<file path="config.mk">
export PLATFORM = sky130hd
export DESIGN_NAME = fu_alu
export DESIGN_NICKNAME = d
export VERILOG_FILES = /design/src/rtl/fu_pkg.sv /design/src/rtl/alu_core.sv /design/src/rtl/fu_alu.sv
export SDC_FILE = /design/constraint.sdc
export NUM_CORES = 1
export LEC_CHECK = 0
export ABC_AREA = 1
export CAP_MARGIN = 10
export CELL_PAD_IN_SITES_DETAIL_PLACEMENT = 0
export CELL_PAD_IN_SITES_GLOBAL_PLACEMENT = 1
export CORE_MARGIN = 2
export CORE_UTILIZATION = 42
export DETAILED_ROUTE_END_ITERATION = 7
export PLACE_DENSITY = 0.95
export SYNTH_ARGS = -nofsm -noshare
export SYNTH_HDL_FRONTEND = slang
export SYNTH_SLANG_ARGS = --single-unit
</file>
<file path="constraint.sdc">
create_clock -name clk -period 3.94 [get_ports clk]
set_clock_uncertainty 0.2 [all_clocks]
set_input_delay 0.591 -clock clk [delete_from_list [all_inputs] [get_ports clk]]
set_output_delay 0.591 -clock clk [all_outputs]
set_load 0.05 [all_outputs]
</file>
<file path="src/rtl/fu_pkg.sv">
// fu_alu shared definitions: opcodes, flag bit positions, FSM states.
package fu_pkg;

  localparam int MULCYCLES_DEF = 8;

  localparam logic [7:0] OP_ADD  = 8'h00;
  localparam logic [7:0] OP_SUB  = 8'h01;
  localparam logic [7:0] OP_AND  = 8'h02;
  localparam logic [7:0] OP_OR   = 8'h03;
  localparam logic [7:0] OP_XOR  = 8'h04;
  localparam logic [7:0] OP_SHL  = 8'h05;
  localparam logic [7:0] OP_SHR  = 8'h06;
  localparam logic [7:0] OP_MUL  = 8'h07;
  localparam logic [7:0] OP_PASS = 8'h08;

  localparam int FZ   = 0;
  localparam int FC   = 1;
  localparam int FN   = 2;
  localparam int FV   = 3;
  localparam int FILL = 7;

  typedef enum logic [1:0] {
    ST_IDLE,
    ST_EXEC,
    ST_WB
  } state_t;

endpackage

</file>
<file path="src/rtl/alu_core.sv">
// Combinational single-cycle ALU: result and flags for every opcode
// except MUL, which the iterative datapath in fu_alu handles.
module alu_core
  import fu_pkg::*;
(
  input  logic [7:0] a,
  input  logic [7:0] b,
  input  logic       cin,
  input  logic [7:0] op,
  output logic [7:0] result,
  output logic [7:0] flags
);

  logic [8:0] sum;
  logic [8:0] diff;
  logic       c;
  logic       v;
  logic       ill;

  assign sum  = {1'b0, a} + {1'b0, b} + {8'b0, cin};
  assign diff = {1'b0, a} - {1'b0, b} - {8'b0, cin};

  always_comb begin
    result = '0;
    c      = 1'b0;
    v      = 1'b0;
    ill    = 1'b0;
    case (op)
      OP_ADD: begin
        result = sum[7:0];
        c      = sum[8];
        v      = (a[7] == b[7]) && (sum[7] != a[7]);
      end
      OP_SUB: begin
        result = diff[7:0];
        c      = diff[8];
        v      = (a[7] != b[7]) && (diff[7] != a[7]);
      end
      OP_AND:  result = a & b;
      OP_OR:   result = a | b;
      OP_XOR:  result = a ^ b;
      OP_SHL:  result = a << b[2:0];
      OP_SHR:  result = a >> b[2:0];
      OP_MUL:  result = '0;
      OP_PASS: result = a;
      default: ill = 1'b1;
    endcase
  end

  always_comb begin
    flags       = '0;
    flags[FZ]   = (result == 8'h00);
    flags[FC]   = c;
    flags[FN]   = result[7];
    flags[FV]   = v;
    flags[FILL] = ill;
  end

endmodule

</file>
<file path="src/rtl/fu_alu.sv">
// Integer execution unit: captures a station release, runs single-cycle
// ops or an iterative shift-add MUL, and holds the result on the CDB.
module fu_alu
  import fu_pkg::*;
#(
  parameter int MULCYCLES = MULCYCLES_DEF
) (
  input  logic            clk,
  input  logic            rst,
  input  logic            issuevalid,
  input  logic [7:0]      operand,
  input  logic [7:0]      wbs,
  input  logic [1:0][7:0] depvals,
  input  logic [7:0]      flag,
  input  logic [7:0]      robid,
  output logic            busy,
  output logic            cdbreq,
  input  logic            cdbgrant,
  output logic [3:0]      cdbtag,
  output logic [7:0]      cdbval,
  output logic [7:0]      cdbflag,
  output logic [7:0]      cdbwbs,
  output logic [7:0]      cdbrobid,
  output logic            issueerr
);

  localparam int CW = $clog2(MULCYCLES + 1);

  state_t        state;
  logic [CW-1:0] cnt;
  logic [15:0]   acc;
  logic [15:0]   mcand;
  logic [7:0]    mplier;
  logic [7:0]    res;
  logic [7:0]    flg;
  logic [7:0]    wbs_q;
  logic [7:0]    rid_q;
  logic          err;

  logic [7:0]    alu_res;
  logic [7:0]    alu_flg;
  logic [15:0]   acc_next;
  logic [7:0]    mul_flg;
  logic          flag_unused;

  // only the carry-in bit of the issue flags is meaningful
  assign flag_unused = ^flag[7:1];

  alu_core u_core (
    .a      (depvals[0]),
    .b      (depvals[1]),
    .cin    (flag[0]),
    .op     (operand),
    .result (alu_res),
    .flags  (alu_flg)
  );

  assign acc_next = acc + (mplier[0] ? mcand : 16'h0000);

  always_comb begin
    mul_flg     = '0;
    mul_flg[FZ] = (acc_next[7:0] == 8'h00);
    mul_flg[FC] = |acc_next[15:8];
    mul_flg[FN] = acc_next[7];
  end

  always_ff @(posedge clk) begin
    if (rst) begin
      state  <= ST_IDLE;
      cnt    <= '0;
      acc    <= '0;
      mcand  <= '0;
      mplier <= '0;
      res    <= '0;
      flg    <= '0;
      wbs_q  <= '0;
      rid_q  <= '0;
      err    <= 1'b0;
    end else begin
      if (issuevalid && state != ST_IDLE)
        err <= 1'b1;
      case (state)
        ST_IDLE: begin
          if (issuevalid) begin
            wbs_q <= wbs;
            rid_q <= robid;
            if (operand == OP_MUL) begin
              state  <= ST_EXEC;
              cnt    <= CW'(MULCYCLES);
              acc    <= '0;
              mcand  <= {8'h00, depvals[0]};
              mplier <= depvals[1];
            end else begin
              res   <= alu_res;
              flg   <= alu_flg;
              state <= ST_WB;
            end
          end
        end
        ST_EXEC: begin
          acc    <= acc_next;
          mcand  <= mcand << 1;
          mplier <= mplier >> 1;
          cnt    <= cnt - CW'(1);
          if (cnt == CW'(1)) begin
            res   <= acc_next[7:0];
            flg   <= mul_flg;
            state <= ST_WB;
          end
        end
        ST_WB: begin
          if (cdbgrant)
            state <= ST_IDLE;
        end
        default: state <= ST_IDLE;
      endcase
    end
  end

  // releasing on grant lets the next station issue into an IDLE unit
  assign busy     = (state != ST_IDLE) && !(state == ST_WB && cdbgrant);
  assign cdbreq   = (state == ST_WB);
  assign cdbtag   = cdbreq ? rid_q[3:0] : 4'h0;
  assign cdbval   = cdbreq ? res : 8'h00;
  assign cdbflag  = cdbreq ? flg : 8'h00;
  assign cdbwbs   = cdbreq ? wbs_q : 8'h00;
  assign cdbrobid = cdbreq ? rid_q : 8'h00;
  assign issueerr = err;

endmodule

</file>
==> results by group, run 1 <==
Run status
  • Status: finished, final reports clean

Route
  • Routed via count: ~6600
  • DR DRC count: 0
  • Final wirelength: between 15000 and 20000 um
  • Vias/cell: around 5.2
  • First-pass iteration count of the detailed router: 5
  • Routed wire per std cell: about 14 um
  • Post-DRT Antenna Nets: 0
  • Drt initial violations: between 400 and 500

Clock network
  • Max clock buf depth: 2
  • Post-CTS resize count: 0
  • Buffer type at the clock tree root: clkbuf_16
  • Max H-tree Level: 3
  • Hold Buf Count CTS: 0
  • CTS tree: yes
  • Worst-Skew Late Latency: ~0.33 ns
  • Clock sink total: 75
  • CTS buffer count: 9
  • Clock transition at path regs: roughly 0.050 ns
  • Postcts setup bufs: 0

Global route
  • Global-route wire length before repair: 29900 um
  • Tot GR Track Use: 0.227
  • Grt ovf: 0
  • Vias in the first global route: slightly above 6000
  • Largest net degree at the start of global routing: 39
  • Initial antenna violation count: 0

Placed design
  • Routability Congestion: 0.958
  • Detailed-placement wirelength estimate: approximately 14000 um
  • PortBufs: 80
  • Placement Cell Area: 7240 um2
  • Placed insts: ~1300

Synthesis
  • Yosys Warn Count: 0
  • Yosys top cell area share: 0.239
  • Most common flop cell mapped by yosys: dfxtp_1
  • Cell variety after synth: 43
  • Cells after Synth: approximately 1000
  • Mean Syn Cell Area: ~6.1 um2
  • Fraction of registers with async set or reset after synthesis: 0
  • Syn Std Cell Area: approximately 6300 um2
  • EDFF count, synth: 0
  • Seq cells post-synth: 75
  • Ranking of synthesized cells by area: dfxtp_1 24%, nand2_1 16%, ha_1 9.5%
  • Synth area leader: dfxtp_1
  • Seq/Total Area, Yosys: 0.239

Floorplanning
  • Die area: between 15000 and 20000 um2
  • Starting Density: 0.431
  • Die Width: 126 um
  • I/O pin total: 91
  • Row cnt: 44
  • Die height: between 100 and 150 um
  • Core ar.: approximately 15000 um2

Power
  • Power Total: between 2 and 2.5 mW
  • Worst VDD drop: ~160 uV
  • Leak: 3.53 nW
  • P per Cell Area: 274 nW/um2

Timing
  • F_max: between 300 and 400 MHz
  • Worst-Margin Slew: approximately 0.97 ns
  • Final min period: between 3 and 4 ns
  • Fin crit share: 0.827
  • Max-slew violations: 0
  • Post-Route Setup TNS: 0 ns
  • Hold Fails Final Rpt: 0
  • Unrepaired setup endpoints after global routing: no
  • Final setup viols: 0
  • Slew margin rel.: 0.353

Worst setup path
  • Slowest CP cell: clkdlybuf4s50_1
  • Endpoint class of the critical path: flip-flop
  • CP arrival: roughly 3.3 ns
  • Crit path cell chain: clkdlybuf4s50_1 -> inv_1 -> ha_1 -> ha_1 -> nand2_1 -> nand2_1 -> a21boi_0 -> nand3_1 -> nand3_1 -> nand3_1 -> nor2_1 -> nand3_1 -> a21oi_1
  • Max FO, Critical Path: 6
  • Crit Path Class: input pin to flip-flop
  • Cell mode on critical path: nand3_1
  • Startpoint Class: input pin
  • Worst Path Buf+Inv: 2
  • Worst Path Required: 4.00 ns
  • Critical path's top delay family: simple AND/OR/NAND/NOR gates
  • Max incr delay on CP: between 0.6 and 0.7 ns

Final layout
  • Non-Filler Instances: between 1000 and 1500
  • Final nets: ~1200
  • Final Cell Area: approximately 7500 um2
  • Commonest non-fill, non-tap cell in the layout: nand2_1
  • Layout area overhead: 19.2%
  • Commonest cells after routing, fill and taps aside: 266 x nand2_1, 139 x inv_1, 102 x nand3_1, 100 x nor2_1
  • # diodes: 0
  • Fraction of layout cells with a size suffix above 1: 0.0591

Worst hold path
  • Hold WC Path Type: flip-flop to flip-flop

Job
  • Max_cap viols: 0
[path summary, 6_finish.rpt]
path	start	endpoint	slack (ns)	depth (start not counted)
max reg2reg	mcand[0]$_SDFFE_PP0P_	flg[1]$_SDFFE_PP0P_	1.36	16
min	wbs_q[3]$_SDFFE_PP0P_	wbs_q[3]$_SDFFE_PP0P_	0.25	2
min reg2reg	wbs_q[3]$_SDFFE_PP0P_	wbs_q[3]$_SDFFE_PP0P_	0.25	2
max	depvals[4]	flg[0]$_SDFFE_PP0P_	0.68	13
[flip-flops by register name, indices dropped and copies added (netlist names)]
name / cells
acc: 16
mcand: 16
mplier: 8
rid_q: 8
wbs_q: 8
res: 7
flg: 5
cnt: 4
state: 2
issueerr: 1
[cell families after synthesis]
kind of cell             synth area share
flip-flops                          0.239
buffers and inverters               0.130
XOR/XNOR                           0.0153
other                            0.000596
adder cells (fa/ha/maj)             0.111
AND/OR/NAND/NOR                     0.354
AO/OA/AOI/OAI                       0.151
[worst register-to-register path: cells and delay by family, from the launching register on]
family	cells	cell delay, ns
compound gates	1	0.06
fa+ha+maj	2	0.71
buf+inv	1	0.04
flops	1	0.32
simple gates	12	1.11
[Yosys cell counts (2+ instances only)]
library cell  number
buf_4             10
fa_1               5
buf_2             14
inv_2              7
a21oi_1           80
clkbuf_1          22
o21a_1             2
nor2_4             2
or2_2              7
o21ai_0           55
nor2_2             2
buf_6              3
dfxtp_1           75
nor3_2             2
a31oi_1           20
a21boi_0           2
nand2_1          266
xnor2_1            5
nor3_1             3
nand4_1           17
nand2_2            7
xor2_1             6
o21ai_1            6
nor2_1           100
inv_1            139
ha_1              48
nand3b_1           8
nand3_1          102
[per-stage QoR]
| stage | hold slack, ns | worst slack (ns) | utilization |
|---|---|---|---|
| finish | 0.251 | 0.681 | 0.514 |
| global route | 0.277 | 0.435 | 0.514 |
| global placement | 0.240 | 0.402 | 0.496 |
| detailed placement | 0.244 | 0.382 | 0.496 |
| floorplan | 0.230 | 0.450 | - |
| CTS | 0.253 | 0.713 | 0.514 |
[metal layers]
layer	vias to the layer above	track usage	share of wire
met3	30	0.0245	0.052
li1	3445	-	-
met5	-	0	0
met1	2968	0.312	0.47
met4	0	0.0730	0.021
met2	193	0.372	0.46
[power by group]
group,total [mW],switching [mW],internal [mW]
Combinational,0.504,0.320,0.184
Clock,0.754,0.302,0.452
Sequential,0.796,0.00960,0.786
[cell type report]
class	instances	area, um2
fill	1533	7080
inverter	147	554
clock inverter	2	12.5
clock buffer	12	256
tap	184	230
timing repair buffer	102	966
sequential	75	1500
multi-input combinational	761	3980
Note: power is estimated with default switching activity, not from simulation.
==> run 2: changes to the inputs <==
CORE_UTILIZATION = 39   (was 42)
PLACE_DENSITY = 0.94   (was 0.95)
clock period = 3 ns   (was 3.94 ns; I/O delays follow)
==> results by group, run 2 (synthesized netlist as in run 1, its figures left out) <==
Global route
  • Vias in the first global route: 6234 (was 6129)
  • Largest net degree at the start of global routing: 38 (was 39)
  • Tot GR Track Use: 0.222 (was 0.227)
  • Global-route wire length before repair: 30100 um (was 29900 um)
  • Initial antenna violation count: 0 (unchanged)
  • Grt ovf: 0 (unchanged)

Final layout
  • Layout area overhead: 23.4% (was 19.2%)
  • Commonest non-fill, non-tap cell in the layout: nand2_1 (unchanged)
  • Reg area: 1500 um2 (unchanged)
  • Regs by FF count: acc (16), mcand (16) (unchanged)
  • Area of the multi-input gates: 4000 um2 (was 3980 um2)
  • Final Cell Area: 7770 um2 (was 7500 um2)
  • Fraction of layout cells with a size suffix above 1: 0.111 (was 0.0591)
  • Fillers: 1656 (was 1533)
  • Final nets: 1228 (was 1201)
  • Commonest cells after routing, fill and taps aside: 266 x nand2_1, 139 x inv_1, 102 x nand3_1, 94 x nor2_1, 80 x a21oi_1 (was 266 x nand2_1, 139 x inv_1, 102 x nand3_1, 100 x nor2_1)
  • # diodes: 0 (unchanged)

Timing
  • Hold Fails Final Rpt: 0 (unchanged)
  • Final min period: 2.89 ns
  • Unrepaired setup endpoints after global routing: no (unchanged)
  • Max-slew violations: 0 (unchanged)
  • Fin crit share: 0.962
  • Slew margin rel.: 0.591 (was 0.353)
  • F_max: between 300 and 400 MHz
  • Final setup viols: 0 (unchanged)
  • Worst-Margin Slew: 0.613 ns (was 0.970 ns)

Worst setup path
  • Crit path cell chain: inv_1 -> nor2_2 -> inv_1 -> nor2_1 -> clkdlybuf4s50_1 (was clkdlybuf4s50_1 -> inv_1 -> ha_1 -> ha_1 -> nand2_1 -> nand2_1 -> a21boi_0 -> nand3_1 -> nand3_1 -> nand3_1 -> nor2_1 -> nand3_1 -> a21oi_1)
  • Cells on worst reg2reg path: 17 (was 16)
  • Crit Path Class: flip-flop to output pin (was input pin to flip-flop)
  • Startpoint Class: flip-flop (was input pin)
  • Max FO, Critical Path: 20 (was 6)
  • Cell mode on critical path: inv_1 (was nand3_1)
  • Crit path depth: 5 (was 13)
  • Critical path's top delay family: buffers and inverters (was simple AND/OR/NAND/NOR gates)
  • Worst Path Required: 2.35 ns (was 4.00 ns)
  • CP arrival: 2.24 ns (was 3.32 ns)
  • Max incr delay on CP: 0.83 ns (was 0.66 ns)
  • Endpoint class of the critical path: output pin (was flip-flop)
  • Slowest CP cell: clkdlybuf4s50_1 (unchanged)
  • Worst Path Buf+Inv: 3 (was 2)

Clock network
  • Max H-tree Level: 3 (unchanged)
  • Worst-Skew Late Latency: 0.34 ns (was 0.33 ns)
  • Buffer type at the clock tree root: clkbuf_16 (unchanged)
  • CTS buffer count: 9 (unchanged)
  • Postcts setup bufs: 0 (unchanged)
  • Clock sink total: 75 (unchanged)
  • Max clock buf depth: 2 (unchanged)
  • CTS tree: yes (unchanged)
  • Clock transition at path regs: 0.06 ns (was 0.05 ns)

Route
  • Final wirelength: 18700 um (was 18000 um)
  • Drt initial violations: 514 (was 433)
  • Post-DRT Antenna Nets: 0 (unchanged)
  • First-pass iteration count of the detailed router: 5 (unchanged)
  • Routed via count: 6719 (was 6636)
  • DR DRC count: 0 (unchanged)
  • Vias/cell: 5.00 (was 5.17)
  • Routed wire per std cell: 13.9 um (was 14.0 um)

Placed design
  • Detailed-placement wirelength estimate: 14600 um (was 13800 um)
  • PortBufs: 80 (unchanged)
  • Routability Congestion: 0.933 (was 0.958)
  • Placement Cell Area: 7440 um2 (was 7240 um2)

Worst hold path
  • Hold WC Path Type: flip-flop to flip-flop (unchanged)
  • WHS Path Cells: 2 (unchanged)

Run status
  • Status: finished, final reports clean (unchanged)

Floorplanning
  • Die height: 131 um (was 126 um)
  • Die area: 17200 um2 (was 16000 um2)
  • Core ar.: 15800 um2 (was 14600 um2)
  • I/O pin total: 91 (unchanged)
  • Starting Density: 0.398 (was 0.431)
  • Row cnt: 46 (was 44)
  • Die Width: 131 um (was 126 um)

Job
  • Max_cap viols: 0 (unchanged)

Power
  • P per Cell Area: 367 nW/um2 (was 274 nW/um2)
  • Worst VDD drop: 193 uV (was 163 uV)
  • Leak: 3.88 nW (was 3.53 nW)
  • Power Total: 2.85 mW (was 2.05 mW)
## run 2: changes by cell type in the layout (fill, tap and decap cells not counted), moves of 2 or more
cell | previous run | this run
buf_4 | 22 | 72
clkdlybuf4s50_1 | 80 | 47
dlymetal6s2s_1 | 0 | 10
nor2_1 | 100 | 94
nor2_2 | 2 | 8
inv_6 | 0 | 3
clkbuf_8 | 2 | 0
fa_1 | 5 | 3
fa_2 | 0 | 2
## run 2: final cells by class
class	count	area share
Clock buffer	10	0.0295
Clock inverter	6	0.00918
Inverter	147	0.0714
Multi-Input combinational cell	761	0.516
Sequential cell	75	0.193
Tap cell	216	0.0348
Timing Repair Buffer	129	0.146
## run 2: final timing paths
kind | start | endpoint | slack, ns
worst max register to register | mplier[0]$_SDFFE_PP0P_ | flg[1]$_SDFFE_PP0P_ | 0.40
worst min register to register | rid_q[6]$_SDFFE_PP0P_ | rid_q[6]$_SDFFE_PP0P_ | 0.25
worst max-delay path | state[1]$_SDFFE_PP0P_ | cdbrobid[5] | 0.11
worst min-delay path | rid_q[6]$_SDFFE_PP0P_ | rid_q[6]$_SDFFE_PP0P_ | 0.25
## run 2: where the power goes
part	internal, mW	switching (mW)
Sequential	1.03	0.0153
Clock	0.653	0.456
Combinational	0.264	0.432
## run 2: worst register-to-register path, delay by kind of cell, from the launching register on
family                     cells  cell delay (ns)
adders and majority gates      1             0.38
buffers and inverters          2             0.25
and+or+nand+nor               13             1.27
DFF                            1             0.32
AOI/OAI and AO/OA              1             0.06
## run 2: through the flow
step           hold WS [ns]  cells  utilization  TNS, ns  setup WS [ns]
6_report              0.250   1344        0.491        0          0.113
2_1_floorplan         0.230   1032            -        0          0.135
3_3_place_gp          0.237   1328        0.470   -0.865         -0.187
4_1_cts               0.253   1344        0.489        0         0.0587
3_5_place_dp          0.243   1328        0.470    -1.21         -0.244
5_1_grt               0.271   1344        0.491        0        0.00931
## run 2: layer usage
metal,share of wire,track usage
met1,0.47,0.292
met2,0.45,0.364
met3,0.065,0.0399
met4,0.023,0.0795
met5,0,0
## run 2: timing repair
| item | in CTS | in global routing |
|---|---|---|
| gates resized for setup | 0 | 12 |
| endpoints found under the hold margin | 0 | 0 |
| endpoints found under the setup margin | 0 | 13 |
| hold buffers | 0 | 0 |
==> run 3: changes to the inputs <==
GPL_ROUTABILITY_DRIVEN = 0   (was default)
==> results by group, run 3 (synthesized netlist as in run 1, its figures left out) <==
Global route
  • Grt ovf: 0 (unchanged)
  • Vias in the first global route: 6284 (was 6234)
  • Tot GR Track Use: 0.216 (was 0.222)
  • Global-route wire length before repair: 29600 um (was 30100 um)
  • Largest net degree at the start of global routing: 38 (unchanged)
  • Initial antenna violation count: 0 (unchanged)

Floorplanning
  • Die area: 17200 um2 (unchanged)
  • Core ar.: 15800 um2 (unchanged)
  • Die height: 131 um (unchanged)
  • I/O pin total: 91 (unchanged)
  • Die Width: 131 um (unchanged)
  • Row cnt: 46 (unchanged)
  • Starting Density: 0.398 (unchanged)

Job
  • Max_cap viols: 0 (unchanged)

Worst setup path
  • Reg2Reg Setup Slack: 0.45 ns (was 0.40 ns)
  • Worst Setup SP: state[1]$_SDFFE_PP0P_ (unchanged)
  • Reg2Reg Capture Point: flg[1]$_SDFFE_PP0P_ (unchanged)
  • Cells on worst reg2reg path: 16 (was 17)
  • Reg-to-reg startpoint: mcand[0]$_SDFFE_PP0P_ (was mplier[0]$_SDFFE_PP0P_)
  • Endpoint class of the critical path: output pin (unchanged)
  • Worst Path Required: 2.35 ns (about the same)
  • Max FO, Critical Path: 20 (unchanged)
  • Crit Path Class: flip-flop to output pin (unchanged)
  • CP arrival: 2.21 ns (was 2.24 ns)
  • Startpoint Class: flip-flop (unchanged)

Route
  • Drt initial violations: 531 (was 514)
  • Routed via count: 6806 (was 6719)
  • Vias/cell: 5.05 (was 5.00)
  • DR DRC count: 0 (unchanged)
  • First-pass iteration count of the detailed router: 7 (was 5)
  • Final wirelength: 18100 um (was 18700 um)
  • Routed wire per std cell: 13.5 um (was 13.9 um)
  • Post-DRT Antenna Nets: 0 (unchanged)

Timing
  • F_max: 350 MHz (was 346 MHz)
  • Worst-Margin Slew: 0.635 ns (was 0.613 ns)
  • Hold Fails Final Rpt: 0 (unchanged)
  • Slew margin rel.: 0.576 (was 0.591)
  • WHS: 0.251 ns (was 0.250 ns)
  • Final setup viols: 0 (unchanged)
  • Fin crit share: 0.954 (was 0.962)
  • Max-slew violations: 0 (unchanged)
  • Final min period: 2.86 ns (was 2.89 ns)
  • Unrepaired setup endpoints after global routing: no (unchanged)

Power
  • P per Cell Area: 367 nW/um2 (about the same)
  • Leak: 3.89 nW (was 3.88 nW)
  • Worst VDD drop: 203 uV (was 193 uV)

Clock network
  • Max H-tree Level: 3 (unchanged)
  • Clock transition at path regs: 0.06 ns (about the same)
  • CTS buffer count: 9 (unchanged)
  • Max clock buf depth: 2 (unchanged)
  • Worst-Skew Late Latency: 0.34 ns (about the same)
  • Buffer type at the clock tree root: clkbuf_16 (unchanged)
  • Hold Buf Count CTS: 0 (unchanged)
  • Clock sink total: 75 (unchanged)
  • CTS tree: yes (unchanged)

Final layout
  • Layout area overhead: 23.8% (was 23.4%)
  • Final Cell Area: 7790 um2 (was 7770 um2)
  • Non-Filler Instances: 1347 (was 1344)
  • Post-layout util: 0.492 (was 0.491)
  • Final nets: 1231 (was 1228)
  • Commonest non-fill, non-tap cell in the layout: nand2_1 (unchanged)
  • Fraction of layout cells with a size suffix above 1: 0.112 (was 0.111)
  • # diodes: 0 (unchanged)
  • Commonest cells after routing, fill and taps aside: 266 x nand2_1, 139 x inv_1, 102 x nand3_1, 93 x nor2_1, 80 x a21oi_1 (was 266 x nand2_1, 139 x inv_1, 102 x nand3_1, 94 x nor2_1, 80 x a21oi_1)
  • Regs by FF count: acc (16), mcand (16) (unchanged)

Worst hold path
  • HP Start: rid_q[6]$_SDFFE_PP0P_ (unchanged)
  • WHS Path Cells: 2 (unchanged)
  • Hold WC Path Type: flip-flop to flip-flop (unchanged)
  • Hold endpoint: rid_q[6]$_SDFFE_PP0P_ (unchanged)

Run status
  • Status: finished, final reports clean (unchanged)

Placed design
  • Placement Cell Area: 7460 um2 (was 7440 um2)
  • Detailed-placement wirelength estimate: 14000 um (was 14600 um)
  • Placed insts: 1331 (was 1328)
  • PortBufs: 80 (unchanged)
==> run 3: area by class of cell <==
| type | count | area (um2) |
|---|---|---|
| fill | 1627 | 8040 |
| inverter | 147 | 554 |
| sequential | 75 | 1500 |
| multi-input combinational | 761 | 4000 |
| clock buffer | 13 | 260 |
| tap | 216 | 270 |
| clock inverter | 3 | 46.3 |
| timing repair buffer | 132 | 1160 |
==> run 3: worst max-delay path, cell delays in order (launching register included) <==
cell	delay (ns)
dfxtp_1	0.42
inv_1	0.09
nor2_2	0.10
inv_1	0.28
nor2_1	0.17
clkdlybuf4s50_1	0.82
==> run 3: how the worst max path moves through the flow <==
stage                           to  slack (ns)  cells after the start
4_1_cts        flg[0]$_SDFFE_PP0P_        0.07                     13
2_1_floorplan            cdbtag[0]        0.13                      7
3_5_place_dp   flg[0]$_SDFFE_PP0P_       -0.27                     13
3_3_place_gp   flg[0]$_SDFFE_PP0P_       -0.24                     13
5_1_grt        flg[0]$_SDFFE_PP0P_       0.006                     16
6_report                 cdbwbs[7]        0.14                      5
==> run 3: routing by layer <==
| layer | routed length, um | track usage | vias to the layer above | share of wire |
|---|---|---|---|---|
| met5 | 0 | 0 | - | 0 |
| met4 | 343 | 0.0638 | 0 | 0.019 |
| met3 | 1180 | 0.0379 | 26 | 0.065 |
| met2 | 8170 | 0.362 | 195 | 0.45 |
| met1 | 8430 | 0.283 | 3073 | 0.47 |
| li1 | - | - | 3512 | - |
==> run 3: what timing repair did <==
action                                  CTS  global route
gates resized for setup                   0            12
setup buffers                             0             0
endpoints found under the setup margin    0            12
==> run 3: power by group <==
group,switching (mW),leakage (nW),internal [mW]
logic,0.431,3.13,0.272
clock network,0.414,0.146,0.691
registers,0.0162,0.610,1.03
total,0.862,3.89,2.00
==> run 3: stage by stage <==
step	TNS, ns	total power [mW]	worst slack (ns)
floorplan	0	1.51	0.135
global placement	-0.930	1.76	-0.239
detailed placement	-1.29	1.77	-0.273
CTS	0	2.87	0.0722
global route	0	3.00	0.00621
finish	0	2.86	0.139
